===== config.mk =====
export PLATFORM = sky130hd
export DESIGN_NAME = axi_sram_rd_bridge
export DESIGN_NICKNAME = d
export VERILOG_FILES = /design/src/rtl/axi_sram_pkg.sv /design/src/rtl/axi_sram_rd_skid.sv /design/src/rtl/axi_sram_rd_bridge.sv
export SDC_FILE = /design/constraint.sdc
export NUM_CORES = 1
export LEC_CHECK = 0
export ABC_AREA = 0
export CAP_MARGIN = 20
export CORE_ASPECT_RATIO = 1.75
export CORE_MARGIN = 2
export CORE_UTILIZATION = 52
export DETAILED_ROUTE_END_ITERATION = 8
export PLACE_DENSITY = 0.84
export SYNTH_ARGS = -nofsm -noshare
export SYNTH_HDL_FRONTEND = slang
export SYNTH_SLANG_ARGS = --single-unit

===== constraint.sdc =====
create_clock -name clk -period 7.1 [get_ports clk]
set_input_delay 0.71 -clock clk [delete_from_list [all_inputs] [get_ports clk]]
set_output_delay 0.71 -clock clk [all_outputs]
set_load 0.02 [all_outputs]

===== src/rtl/axi_sram_pkg.sv =====
// rtl/axi_sram_pkg.sv - shared encodings and widths for the AXI SRAM read/write bridges
package axi_sram_pkg;

  localparam int DEF_ADDR_W = 32;
  localparam int DEF_DATA_W = 64;
  localparam int DEF_ID_W   = 4;

  localparam logic [1:0] BURST_FIXED = 2'd0;
  localparam logic [1:0] BURST_INCR  = 2'd1;
  localparam logic [1:0] BURST_WRAP  = 2'd2;

  localparam logic [1:0] RESP_OKAY   = 2'd0;
  localparam logic [1:0] RESP_SLVERR = 2'd2;

  typedef enum logic [1:0] {
    ST_IDLE  = 2'd0,
    ST_ISSUE = 2'd1,
    ST_DRAIN = 2'd2
  } rd_state_e;

  // Requests the bridge answers with SLVERR beats and no SRAM traffic.
  function automatic logic bad_request(input logic [1:0] burst, input logic [2:0] size);
    return (burst == BURST_WRAP) || (burst == 2'd3) || (size > 3'd3);
  endfunction

endpackage


===== src/rtl/axi_sram_rd_skid.sv =====
// rtl/axi_sram_rd_skid.sv - 2-entry beat FIFO holding R beats while rready is low
module axi_sram_rd_skid #(
  parameter int W = 67
) (
  input  logic         clk,
  input  logic         reset,
  input  logic         push,
  input  logic [W-1:0] push_data,
  input  logic         pop,
  output logic [W-1:0] head,
  output logic         full,
  output logic         empty,
  output logic [1:0]   count
);

  logic [W-1:0] mem [2];
  logic         wptr;
  logic         rptr;
  logic         do_push;
  logic         do_pop;

  assign do_push = push && !full;
  assign do_pop  = pop && !empty;

  always_ff @(posedge clk or posedge reset) begin
    if (reset) begin
      mem[0] <= '0;
      mem[1] <= '0;
      wptr   <= 1'b0;
      rptr   <= 1'b0;
      count  <= 2'd0;
    end else begin
      if (do_push) begin
        mem[wptr] <= push_data;
        wptr      <= ~wptr;
      end
      if (do_pop) rptr <= ~rptr;
      count <= count + {1'b0, do_push} - {1'b0, do_pop};
    end
  end

  assign head  = mem[rptr];
  assign full  = (count == 2'd2);
  assign empty = (count == 2'd0);

endmodule


===== src/rtl/axi_sram_rd_bridge.sv =====
// rtl/axi_sram_rd_bridge.sv - AXI4 AR/R responder over a synchronous SRAM read port
// Optional per-beat address range check: AXI_SRAM_RD_RANGE_CHECK_EN.
module axi_sram_rd_bridge
  import axi_sram_pkg::*;
#(
  parameter int ADDR_W    = DEF_ADDR_W,
  parameter int DATA_W    = DEF_DATA_W,
  parameter int ID_W      = DEF_ID_W,
  parameter int RAM_BYTES = 65536
) (
  input  logic              clk,
  input  logic              reset,
  input  logic [ID_W-1:0]   arid,
  input  logic [ADDR_W-1:0] araddr,
  input  logic [7:0]        arlen,
  input  logic [2:0]        arsize,
  input  logic [1:0]        arburst,
  input  logic              arvalid,
  output logic              arready,
  output logic [ID_W-1:0]   rid,
  output logic [DATA_W-1:0] rdata,
  output logic [1:0]        rresp,
  output logic              rlast,
  output logic              rvalid,
  input  logic              rready,
  output logic              ram_ren,
  output logic [ADDR_W-1:0] ram_raddr,
  input  logic [DATA_W-1:0] ram_rdata
);

  localparam int BEAT_W = DATA_W + 3;

`ifdef AXI_SRAM_RD_RANGE_CHECK_EN
  localparam logic RANGE_CHECK = 1'b1;
`else
  localparam logic RANGE_CHECK = 1'b0;
`endif
  localparam logic [ADDR_W:0] RAM_LIMIT = (ADDR_W+1)'(RAM_BYTES);

  rd_state_e         state, state_nx;
  logic              live_q;
  logic [ID_W-1:0]   id_q;
  logic [ADDR_W-1:0] addr_q;
  logic [7:0]        len_q;
  logic [7:0]        issue_cnt;
  logic [2:0]        size_q;
  logic [1:0]        burst_q;
  logic              bad_q;
  logic              pend_valid, pend_err, pend_last;
  logic              ar_fire, r_fire, beat_go, beat_err, credit_ok, last_issue;
  logic [1:0]        occ;
  logic              fifo_full, fifo_empty, fifo_push, fifo_pop;
  logic [BEAT_W-1:0] pend_beat, head_beat, out_beat;

  assign ar_fire    = arvalid && arready;
  assign r_fire     = rvalid && rready;
  assign last_issue = (issue_cnt == len_q);
  assign beat_err   = bad_q || (RANGE_CHECK && ({1'b0, addr_q} >= RAM_LIMIT));
  // A pending beat lands in the FIFO if not taken, so it counts against the two slots.
  assign credit_ok  = !fifo_full && (({1'b0, occ} + {2'b0, pend_valid}) < 3'd2);

  always_ff @(posedge clk or posedge reset) begin
    if (reset) state <= ST_IDLE;
    else       state <= state_nx;
  end

  always_comb begin
    state_nx = state;
    case (state)
      ST_IDLE:  if (ar_fire) state_nx = ST_ISSUE;
      ST_ISSUE: if (beat_go && last_issue) state_nx = ST_DRAIN;
      ST_DRAIN: if (r_fire && rlast) state_nx = ST_IDLE;
      default:  state_nx = ST_IDLE;
    endcase
  end

  always_comb begin
    arready = 1'b0;
    beat_go = 1'b0;
    case (state)
      ST_IDLE:  arready = live_q;
      ST_ISSUE: beat_go = credit_ok;
      default:  ;
    endcase
  end

  assign ram_ren   = beat_go && !beat_err;
  assign ram_raddr = addr_q;

  always_ff @(posedge clk or posedge reset) begin
    if (reset) begin
      live_q     <= 1'b0;
      id_q       <= '0;
      addr_q     <= '0;
      len_q      <= 8'd0;
      size_q     <= 3'd0;
      burst_q    <= BURST_FIXED;
      bad_q      <= 1'b0;
      issue_cnt  <= 8'd0;
      pend_valid <= 1'b0;
      pend_err   <= 1'b0;
      pend_last  <= 1'b0;
    end else begin
      live_q <= 1'b1;
      if (ar_fire) begin
        id_q      <= arid;
        addr_q    <= araddr;
        len_q     <= arlen;
        size_q    <= arsize;
        burst_q   <= arburst;
        bad_q     <= bad_request(arburst, arsize);
        issue_cnt <= 8'd0;
      end else if (beat_go) begin
        issue_cnt <= issue_cnt + 8'd1;
        if (burst_q == BURST_INCR) addr_q <= addr_q + (ADDR_W'(1) << size_q);
      end
      // Beat metadata travels alongside the SRAM read so it lines up with ram_rdata.
      pend_valid <= beat_go;
      pend_err   <= beat_err;
      pend_last  <= beat_go && last_issue;
    end
  end

  assign pend_beat = {pend_last,
                      pend_err ? RESP_SLVERR : RESP_OKAY,
                      pend_err ? {DATA_W{1'b0}} : ram_rdata};

  // SRAM data is only valid for one cycle: it bypasses to R when the FIFO is empty and
  // rready is high, otherwise it is captured so the R outputs stay stable.
  assign fifo_push = pend_valid && !(fifo_empty && rready);
  assign fifo_pop  = r_fire && !fifo_empty;

  axi_sram_rd_skid #(.W(BEAT_W)) u_skid (
    .clk       (clk),
    .reset     (reset),
    .push      (fifo_push),
    .push_data (pend_beat),
    .pop       (fifo_pop),
    .head      (head_beat),
    .full      (fifo_full),
    .empty     (fifo_empty),
    .count     (occ)
  );

  always_comb begin
    out_beat = '0;
    if (!fifo_empty)     out_beat = head_beat;
    else if (pend_valid) out_beat = pend_beat;
  end

  assign rvalid                = !fifo_empty || pend_valid;
  assign {rlast, rresp, rdata} = out_beat;
  assign rid                   = id_q;

endmodule


==> impl_metrics.csv <==
group,metric,value,unit
cells_and_area,drive_above_1_share,0.04883,
pwr,irDropWorstVdd,0.2926,mV
clocking,htreeDepth,4,
routing,wire_per_inst,16.67,um
synth,syn_area,10390,um^2
synth,synth-edff-count,0,
routing,dr_total_vias,9121,
sta,period_needed,3.684,ns
setup_path,worstPathCellList,"buf_4 > mux2i_1 > o21ai_0 > clkdlybuf4s50_1",
clocking,cts_inserted_buffers,17,
synth,yosysWarnings,0,
cells_and_area,fill_cells,1576,
setup_path,critical_path_required,6.39,ns
sta,fin_crit_sh,0.5189,
die,die-area,21180,um^2
sta,hold_viol,0,
setup_path,start_kind,"register",
clocking,ctsHoldBuffers,0,
placed_design,port_buffers,221,
sta,fmax,271.4,MHz
placed_design,gp_congestion,0.8882,
die,ios,223,
sta,rsz0062_at_grt,"false",
synth,postSynthCellCount,1198,
routing,drtAntennaViolNets,0,
synth,syn-num-nets,1327,
cells_and_area,final_core_util,0.6765,
sta,setup_viol,0,
synth,ys_ff_latch,200,
clocking,cts_resized,0,
setup_path,cp-end-kind,"primary output",
pwr,leakage,5.769,nW
synth,synth_commonest_cells,"nand2_1, o21ai_0, dfrtp_1",
synth,synthArstFlopShare,1.000,
synth,avgSynthCellArea,8.677,um^2
synth,yosysMostFrequentCell,"nand2_1",
placed_design,dpl.hpwl,18010,um
synth,synthTopCellsByArea,"dfrtp_1, nand2_1, o21ai_0",
synth,yosysTopAreaCell,"dfrtp_1",
die,initial_core_util,0.5289,
clocking,cts_sinks,200,
routing,drcViolationCount,0,
grt,gr-total-overflow,0,
setup_path,ff2ff_setup_slack,4.05,ns
setup_path,worst-setup-path-type,"reg2out",
sta,relSlewSlack,0.3344,
setup_path,cpLargestDelayFamily,"buffers and inverters",
sta,fin_setup_tns,0,ns
grt,grt_pass1_wl,44550,um
sta,clock-skew-final,0.01177,ns
setup_path,max_stage_delay,0.77,ns
grt,grt_use_total,0.2582,
synth,yosysTopAreaCellShare,0.4815,
cells_and_area,final_nets,1489,
job,drv_cap,0,
sta,slew_violations,0,
routing,routed_wirelength,26960,um
min_path,min_path_type,"reg2reg",
clocking,cts_tree,"yes",
cells_and_area,syn2layout_area_growth,27.91,%
clocking,cts-root-buf,"clkbuf_16",
synth,synth_cell_type_count,53,
synth,synthFlopType,"dfrtp_1",
die,die_h,191.0,um
die,die_x,110.9,um
routing,avgViaCountPerCell,5.641,
setup_path,cp.arrival,2.97,ns
clocking,path_clk_slew,0.08,ns
die,coreArea,19650,um^2
routing,drt_iter0_markers,464,
grt,grt_pass1_vias,9160,
cells_and_area,insertedDiodeCount,0,
die,row_count,68,
routing,first_pass_iters,5,
setup_path,critPathSlowestCell,"buf_4",
grt,antenna_found_initial,0,
synth,ys_seq_area_frac,0.4815,
pwr,power_density,493.7,nW/um^2
setup_path,cp_max_fo,48,
clocking,cts_post_setup_buffers_inserted,0,
setup_path,crit_buf_inv,2,
grt,grt_max_degree,123,
sta,worstMarginPinSlew,0.9984,ns
clocking,clockBufferDepth,2,
run_status,status,"complete, no violations",
clocking,clk_latency,0.43,ns
-- metrics by stage --
stage | total power (W) | instance area (um^2) | std cells | hold slack [ns] | setup slack (ns)
floorplan | 0.004247 | 10400 | 1198 | 0.3743 | 0.9360
detailed placement | 0.005605 | 12700 | 1586 | 0.3825 | 3.874
global route | 0.007022 | 13300 | 1617 | 0.4233 | 3.284
global placement | 0.005502 | 12680 | 1585 | 0.3839 | 3.872
finish | 0.006565 | 13300 | 1617 | 0.4044 | 3.416
CTS | 0.006598 | 13300 | 1617 | 0.3988 | 3.398
-- path summary, 6_finish.rpt --
path                                              end                 startpoint  cells past startpoint
setup / recovery                                rlast    u_skid.rptr$_DFFE_PP0P_                      4
setup reg to reg           u_skid.mem[66]$_DFFE_PP0P_  u_skid.count[1]$_DFF_PP0_                      6
max in group asynchronous  u_skid.mem[63]$_DFFE_PP0P_                      reset                      3
hold / removal                     pend_err$_DFF_PP0_          bad_q$_DFFE_PP0P_                      0
hold reg to reg                    pend_err$_DFF_PP0_          bad_q$_DFFE_PP0P_                      0
min in group asynchronous        len_q[5]$_DFFE_PP0P_                      reset                      2
-- placed cells by master (no fill, tap or decap), types with 2 or more instances in the layout --
master	n
a21o_1	2
nor2_2	2
nand2_1	290
bufinv_16	2
mux2i_1	66
inv_8	5
buf_4	9
ha_1	11
xor2_1	15
dfrtp_2	4
clkbuf_16	17
o21a_1	2
clkinv_4	3
a31oi_1	6
a221oi_1	2
and3_1	9
or3_1	4
o211ai_1	4
nor3b_1	4
nor3_1	70
mux2_2	4
xnor2_1	25
nand2b_1	65
o21ai_0	214
nor2_1	32
nor2b_1	2
clkdlybuf4s50_1	221
dfrtp_1	195
conb_1	2
nand4_1	13
a21oi_1	21
inv_1	6
clkinvlp_4	3
nand3_1	12
-- layout make-up --
cell class                      count  area, um^2  share of cell area
Multi-Input combinational cell    902        5039              0.3789
Tap cell                          245       306.5             0.02305
Clock buffer                       17       425.4             0.03199
Inverter                            8       37.54            0.002823
Timing Repair Buffer              231        2307              0.1735
Sequential cell                   200        5014              0.3771
Clock inverter                     14       167.7             0.01261
-- power breakdown --
part	internal (W)	total [W]	switching, W
sequential	0.00165	0.00210	0.000450
clock	0.000529	0.000966	0.000437
combinational	0.00151	0.00350	0.00198
-- kinds of logic after synthesis --
| group | count (synthesis) | share of synthesized area |
|---|---|---|
| other | 2 | 0.0007225 |
| DFF | 200 | 0.4815 |
| adders and majority gates | 12 | 0.01517 |
| muxes | 70 | 0.06789 |
| xor gates and xnor gates | 40 | 0.03370 |
| AOI/OAI and AO/OA | 262 | 0.1336 |
| and+or+nand+nor | 516 | 0.2313 |
| buffers and inverters | 96 | 0.03611 |
-- flip-flops by register name (all words and copies together) (netlist names), 2 cells and up --
register,flops
burst_q,2
issue_cnt,8
len_q,8
ram_raddr,32
rid,4
size_q,3
state,2
u_skid.count,2
u_skid.mem,132
-- routing by layer --
| layer | vias to the layer above | track usage | wire (um) |
|---|---|---|---|
| met5 | - | 0 | 0 |
| met4 | 0 | 0.1274 | 1040 |
| met3 | 65 | 0.05897 | 1547 |
| met2 | 289 | 0.4674 | 14210 |
| met1 | 4396 | 0.2838 | 10160 |
| li1 | 4371 | - | - |
-- worst reg2reg max path, delay by kind of cell, from the launching register on --
family / cells / cell delay (ns)
compound gates: 1 / 0.30
buf+inv: 2 / 1.37
flops: 1 / 0.38
mux: 1 / 0.45
simple gates: 2 / 0.43
Note: power is estimated with default switching activity, not from simulation.
